==> config.mk <==
export PLATFORM = sky130hd
export DESIGN_NAME = adc_frame_buffer
export DESIGN_NICKNAME = d
export VERILOG_FILES = /design/src/rtl/adc_frame_buffer.sv
export SDC_FILE = /design/constraint.sdc
export NUM_CORES = 1
export LEC_CHECK = 0
export CAP_MARGIN = 20
export CORE_MARGIN = 2
export CORE_UTILIZATION = 40
export DETAILED_ROUTE_END_ITERATION = 7
export PLACE_DENSITY = 0.63
export SETUP_SLACK_MARGIN = 0.4
export SYNTH_ARGS = -nofsm -noshare
export SYNTH_HDL_FRONTEND = slang
export SYNTH_SLANG_ARGS = --single-unit
==> constraint.sdc <==
create_clock -name serialClock -period 14.1 [get_ports serialClock]
set_input_delay 4.23 -clock serialClock [delete_from_list [all_inputs] [get_ports serialClock]]
set_output_delay 4.23 -clock serialClock [all_outputs]
set_load 0.05 [all_outputs]
==> src/rtl/adc_frame_buffer.sv <==
// Frame FIFO behind the LTC2344 controller: captures four channel words per dataRdy edge
// and streams them out one word at a time over valid/ready, dropping whole frames when full.
module adc_frame_buffer #(
  parameter int DATA_W = 16,
  parameter int NUM_CH = 4,
  parameter int DEPTH  = 8,
  parameter int DROP_W = 8
) (
  input  logic                       serialClock,
  input  logic                       reset,
  input  logic [DATA_W-1:0]          outData0,
  input  logic [DATA_W-1:0]          outData1,
  input  logic [DATA_W-1:0]          outData2,
  input  logic [DATA_W-1:0]          outData3,
  input  logic                       dataRdy,
  output logic [DATA_W-1:0]          m_data,
  output logic [1:0]                 m_chan,
  output logic                       m_last,
  output logic                       m_valid,
  input  logic                       m_ready,
  output logic [$clog2(DEPTH):0]     frame_count,
  output logic                       overflow,
  output logic [DROP_W-1:0]          drop_count,
  input  logic                       clear_overflow
);

  localparam int AW = $clog2(DEPTH);
  localparam int CW = AW + 1;
  localparam logic [CW-1:0] FULL_CNT = CW'(DEPTH);

  logic [DATA_W-1:0] mem_q [DEPTH][NUM_CH];
  logic [AW-1:0]     wr_ptr_q, wr_ptr_d;
  logic [AW-1:0]     rd_ptr_q, rd_ptr_d;
  logic [1:0]        chan_idx_q, chan_idx_d;
  logic [CW-1:0]     frame_count_q, frame_count_d;
  logic              rdy_d_q, rdy_d_d;
  logic              overflow_q, overflow_d;
  logic [DROP_W-1:0] drop_count_q, drop_count_d;

  logic capture, full, push, drop, valid, xfer, retire;

  // Next-state for pointers, occupancy and drop bookkeeping
  always_comb begin
    capture = dataRdy & ~rdy_d_q;
    full    = (frame_count_q == FULL_CNT);
    push    = capture & ~full;
    drop    = capture & full;
    valid   = (frame_count_q != '0);
    xfer    = valid & m_ready;
    retire  = xfer & (chan_idx_q == 2'd3);

    rdy_d_d       = dataRdy;
    wr_ptr_d      = wr_ptr_q;
    rd_ptr_d      = rd_ptr_q;
    chan_idx_d    = chan_idx_q;
    frame_count_d = frame_count_q;
    overflow_d    = overflow_q;
    drop_count_d  = drop_count_q;

    if (xfer) begin
      chan_idx_d = (chan_idx_q == 2'd3) ? 2'd0 : chan_idx_q + 2'd1;
    end else begin
      chan_idx_d = chan_idx_q;
    end

    if (retire) begin
      rd_ptr_d = rd_ptr_q + AW'(1);
    end else begin
      rd_ptr_d = rd_ptr_q;
    end

    if (push) begin
      wr_ptr_d = wr_ptr_q + AW'(1);
    end else begin
      wr_ptr_d = wr_ptr_q;
    end

    case ({push, retire})
      2'b10:   frame_count_d = frame_count_q + CW'(1);
      2'b01:   frame_count_d = frame_count_q - CW'(1);
      default: frame_count_d = frame_count_q;
    endcase

    // A drop in the same cycle as a clear restarts the count at one
    if (drop) begin
      overflow_d = 1'b1;
      if (clear_overflow) begin
        drop_count_d = DROP_W'(1);
      end else if (drop_count_q != '1) begin
        drop_count_d = drop_count_q + DROP_W'(1);
      end else begin
        drop_count_d = drop_count_q;
      end
    end else if (clear_overflow) begin
      overflow_d   = 1'b0;
      drop_count_d = '0;
    end else begin
      overflow_d   = overflow_q;
      drop_count_d = drop_count_q;
    end
  end

  // Control state registers; edge detector resets high so a held dataRdy is ignored
  always_ff @(posedge serialClock) begin
    if (reset) begin
      wr_ptr_q      <= '0;
      rd_ptr_q      <= '0;
      chan_idx_q    <= 2'd0;
      frame_count_q <= '0;
      rdy_d_q       <= 1'b1;
      overflow_q    <= 1'b0;
      drop_count_q  <= '0;
    end else begin
      wr_ptr_q      <= wr_ptr_d;
      rd_ptr_q      <= rd_ptr_d;
      chan_idx_q    <= chan_idx_d;
      frame_count_q <= frame_count_d;
      rdy_d_q       <= rdy_d_d;
      overflow_q    <= overflow_d;
      drop_count_q  <= drop_count_d;
    end
  end

  // Frame storage; contents need no reset since occupancy gates every read
  always_ff @(posedge serialClock) begin
    if (push && !reset) begin
      mem_q[wr_ptr_q][0] <= outData0;
      mem_q[wr_ptr_q][1] <= outData1;
      mem_q[wr_ptr_q][2] <= outData2;
      mem_q[wr_ptr_q][3] <= outData3;
    end
  end

  assign m_valid     = valid;
  assign m_data      = valid ? mem_q[rd_ptr_q][chan_idx_q] : '0;
  assign m_chan      = chan_idx_q;
  assign m_last      = (chan_idx_q == 2'd3);
  assign frame_count = frame_count_q;
  assign overflow    = overflow_q;
  assign drop_count  = drop_count_q;

endmodule

Word level (Yosys, flattened, before mapping)
Memory sizes are Yosys's and may differ from the RTL's. A register that Yosys moved wholly into a read port is not among the register bits. Index checks and enable logic that the tools add are counted.

Bits in registers: 22. RAM bits: 512. Output and inout bits: 33. Memories kept: 1.

Memory list: mem_q (depth 8, bits a word 64, rd ports 1, clocked after memory_dff 1, wr ports 1, line 31) `logic [DATA_W-1:0] mem_q [DEPTH][NUM_CH];`.

$add $sub $neg: 6. Order comparisons: 1. Eq/ne operators: 5. Mux-type cells: 16. Bitwise logic cells: 8. Reductions and logical operators: 7.

Operators by type and width (number): 2-to-1 mux 16 bit (3); binary-select mux 16 bit (select 2 bit) (1); 2-to-1 mux 8 bit (4); adder 8 x 1 -> 8 bit (second input constant) (1); inequality test 8 bit (second input constant) (1); case mux 4 bit (2 select lines) (1); adder 3 x 1 -> 3 bit (second input constant) (2); 2-to-1 mux 3 bit (2); nonzero test 2 bit (3); bitwise AND 1 bit (5); adder 4 x 1 -> 4 bit (second input constant) (1); == test 2 bit (second input constant) (2); == test 4 bit (second input constant) (1); 2-to-1 mux 1 bit (4); nonzero test 4 bit (1); subtractor 4 x 1 -> 4 bit (second input constant) (1); greater-or-equal comparator 3 bit (second input constant) (1); NOT 2 -> 3 bit (1); adder 2 x 1 -> 2 bit (second input constant) (1); == test 2 x 1 -> 1 bit (second input constant) (1); 2-to-1 mux 2 bit (1); NOT 1 bit (2); AND reduction 2 bit (1); logical AND 1 bit (1); zero test 1 bit (1).

Logic depth before layout (Yosys ltp)
Word-level depth: 6. Gate-level depth with buffers: 11. Depth with buffers taken out: 10.

Least setup slack after synthesis
No wires, ideal clock.

Path type: input -> register. Start point: in dataRdy. End point: mem mem_q[4][0] (netlist name), enable pin. Setup time: 666 ps. Data arrival time: 11563 ps. Required time: 13434 ps. Path slack: 1871 ps. Stages on the path: 4. Cell sequence: nor2b_1 -> a21boi_0 -> nand2b_1 -> nor4b_1.

Word-level cells in the longest chain between the ends: 5.

RTL lines: from (decl) (line 15) `input logic dataRdy,`; bitwise AND 1 bit (line 44) `capture = dataRdy & ~rdy_d_q;`; bitwise AND 1 bit (line 46) `push = capture & ~full;`; logical AND 1 bit (line 126) `if (push && !reset) begin`; 2-to-1 mux 1 bit (line 126); 2-to-1 mux 1 bit (implied by the code) (line 130) `mem_q[wr_ptr_q][3] <= outData3;`; to (decl) (line 31).

Every way passes these cells.

==> results_dict.tcl <==
set metrics [dict create \
    synth_adder_area_share_pct 0.423 \
    critical_path_depth 7 \
    synth_edf_count 512 \
    timing.fmax_ghz 0.107 \
    utilization_pct 47.2 \
    synth_xor_area_share_pct 0.507 \
    cts_hold_buf 0 \
    path_class "reg -> out" \
    vdd.ir_drop.worst_mv 0.108 \
    totalWireLength_mm 44.8 \
    critPathBufInv 3 \
    switching_share_pct 19.7 \
    gp_congestion 0.730 \
    yosys.cell_types.count 42 \
    cts_tree "yes" \
    p_clk_share_pct 42.6 \
    yosysWarnings 0 \
    grt_pass1_wl_mm 65.6 \
    ios 102 \
    tns_ps 0 \
    syn_area_um2 20700 \
    cellInternalPower_uw 2570 \
    ys_dominant_reg_cell "edfxtp_1" \
    max-slew-margin-rel_pct 31.7 \
    die-area_um2 53600 \
    p_leak_uw 0.00726 \
    p_comb_share_pct 2.6 \
    power_switching_uw 629 \
    drt_iter0_markers 703 \
    n_fill_cell 4209 \
    setup_viol 0 \
    synthSimpleGateAreaFrac_pct 1.95 \
    p_per_area_nw_per_um2 132 \
    coreArea_um2 51300 \
    wl_per_cell_um 25.0 \
    drive_gt1_share_pct 25.1 \
    cts_resized 0 \
    synthTopCellsByArea "edfxtp_1, mux4_2, dfxtp_1, mux2_2, mux2i_1" \
    finClkSkew_ps 17.1 \
    synth_nets 1015 \
    syn-instance-count 939 \
    cp_cell_sequence "buf_4 -> buf_4 -> mux4_2 -> mux2_2 -> o221ai_1 -> a21oi_1 -> clkdlybuf4s50_1" \
    synth_compound_area_share_pct 2.43 \
    ff2ff_setup_slack_ps 10810 \
    start_kind "register" \
    vias_per_cell 5.36 \
    crit_arrival_ps 5130 \
    period_share_pct 66.4 \
    root_buffer "clkbuf_16" \
    overflow 0 \
    hold_start "overflow" \
    r2r_cells 9 \
    postRouteAntennaNets 0 \
    worstPathRequired_ps 9870 \
    synth_top_family_by_area "multiplexers" \
    min_path_type "reg -> reg" \
    status "finished, final reports clean" \
    finalMaxSlewViolations 0 \
    r2r_end "frame_count[2]" \
    ys_seq_elements 537 \
    finalCriticalPeriod_ps 9360 \
    maxCapViolCount 0 \
    min_path_cells 2 \
    drcViolationCount 0 \
    synth_top_cell_area_share_pct 74.2 \
    slowest_stage "buf_4" \
    yosysMostFrequentCell "edfxtp_1" \
    pwr-share-seq_pct 54.8 \
    via_count 9623 \
    whs_endpoint "overflow" \
    start_util_pct 40.4 \
    cts_sinks 537 \
    yosys-top-cells-count "edfxtp_1, mux4_2, mux2_2, nor2_1, dfxtp_1" \
    synth_area_per_cell_um2 22.1 \
    rows 83 \
    insertion_delay_ps 590 \
    async_reset_ff_share_pct 0 \
    synthToLayoutAreaGrowth_pct 16.9 \
    cts_max_level 2 \
    worstMarginPinSlew_ps 1020 \
    firstDrtPassIters 5 \
    io_buffers 101 \
    die_h_um 232 \
    crit_fanout 54 \
    synth_top_area_cell "edfxtp_1" \
    cts_buffer_depth 3 \
    r2r-start "frame_count[0]" \
    numCtsBuffers 54 \
    rsz0062_at_grt "no" \
    grt_max_degree 58 \
    yosysSeqAreaShare_pct 76.6 \
    cp_top_family "buffers and inverters" \
    total_power_uw 3200 \
    fp.dieW_um 232 \
    max_stage_delay_ps 890 \
    antenna_found_initial 5 \
    dpl.hpwl_mm 25.3 \
    critPathCaptureType "output port" \
    hold_viol 0 \
    synth.mux.area_fraction_pct 16.6 \
    crit_path_frequent_cell "buf_4" \
    path_clk_slew_ps 60 \
    grt_pass1_vias 10100 \
    nets 1142 \
    grt_usage_pct 16.8 \
    cts_setup_buffers 0 \
]
## worst max-delay path by stage
| stage | to | slack (ps) |
|---|---|---|
| 3_5_place_dp | m_data[1] | 5210 |
| 4_1_cts | m_data[10] | 4560 |
| 2_1_floorplan | mem_q[4][0] | 1870 |
| 3_3_place_gp | m_data[2] | 5220 |
| 6_report | m_data[1] | 4740 |
| 5_1_grt | m_data[2] | 4280 |
## registers in the layout, indices dropped and copies added, names as in the netlist, named ones only
name,cells
frame_count,4
mem_q,512
overflow,1
m_chan,2
drop_count,8
rdy_d_q,1
wr_ptr_q,3
rd_ptr_q,3
## power by group through the flow
stage / clock, uW / combinational (uW) / sequential [uW]
after CTS: 1400 / 84.3 / 1750
after global placement: 0 / 82.1 / 1790
after floorplan: 0 / 27.6 / 1790
after detailed placement: 0 / 84.1 / 1790
final: 1360 / 83.6 / 1750
after global routing: 1460 / 89.1 / 1750
## cells in the final DEF (no fill, tap or decap), types with 3 or more instances in the layout
master / count
a21oi_1: 22
a221oi_1: 11
a22oi_1: 5
a31oi_1: 5
buf_4: 23
bufinv_16: 4
clkbuf_1: 16
clkbuf_16: 55
clkdlybuf4s50_1: 101
clkinv_1: 12
clkinv_2: 11
dfxtp_1: 22
dfxtp_4: 3
diode_2: 3
edfxtp_1: 512
ha_1: 7
inv_1: 3
mux2_2: 37
mux2i_1: 14
mux4_2: 128
nand2_1: 17
nand2b_1: 3
nand3_1: 3
nor2_1: 26
nor2b_1: 3
nor3_1: 3
nor4b_2: 4
o21a_1: 3
o221ai_1: 16
or2_2: 3
xnor2_1: 6
xor2_1: 6
## metrics by stage
stage               hold slack (ps)  area (um^2)  cells  setup slack, ps
finish                          469        24200   1794             4740
global route                    504        24200   1792             4280
CTS                             470        24200   1791             4560
detailed placement              461        22500   1690             5210
global placement                457        22500   1690             5220
floorplan                       462        20700    939             1870
## cell type report
cell class,count,area (um^2),share of cell area (%)
Tap cell,680,851,3.51
Inverter,3,11.3,0.0465
Multi-Input combinational cell,346,4590,19.0
Timing Repair Buffer,124,1180,4.89
Clock buffer,71,1440,5.93
Sequential cell,537,15900,65.6
Clock inverter,30,245,1.01
Antenna cell,3,7.51,0.0310
## tightest hold or removal path: cells and delay by family (launching register included)
family	cells	cell delay, ps
flops	1	300
simple gates	1	60
compound gates	1	60
## cell families (layout without fill, tap and decap cells)
family	Yosys count	in the layout
DFF	537	537
muxes	179	179
and+or+nand+nor	79	79
AOI/OAI and AO/OA	69	69
buffers and inverters	56	228
xor gates and xnor gates	12	12
adders and majority gates	7	7
other	0	3
## layer usage
metal | wire length (um) | global-route usage, % | part of all wire, %
met1 | 18800 | 22.4 | 42
met2 | 22700 | 28.1 | 51
met3 | 2700 | 4.15 | 6.0
met4 | 620 | 3.71 | 1.4
met5 | 8 | 0 | 0.018
Power figures use the tool's default switching activity.
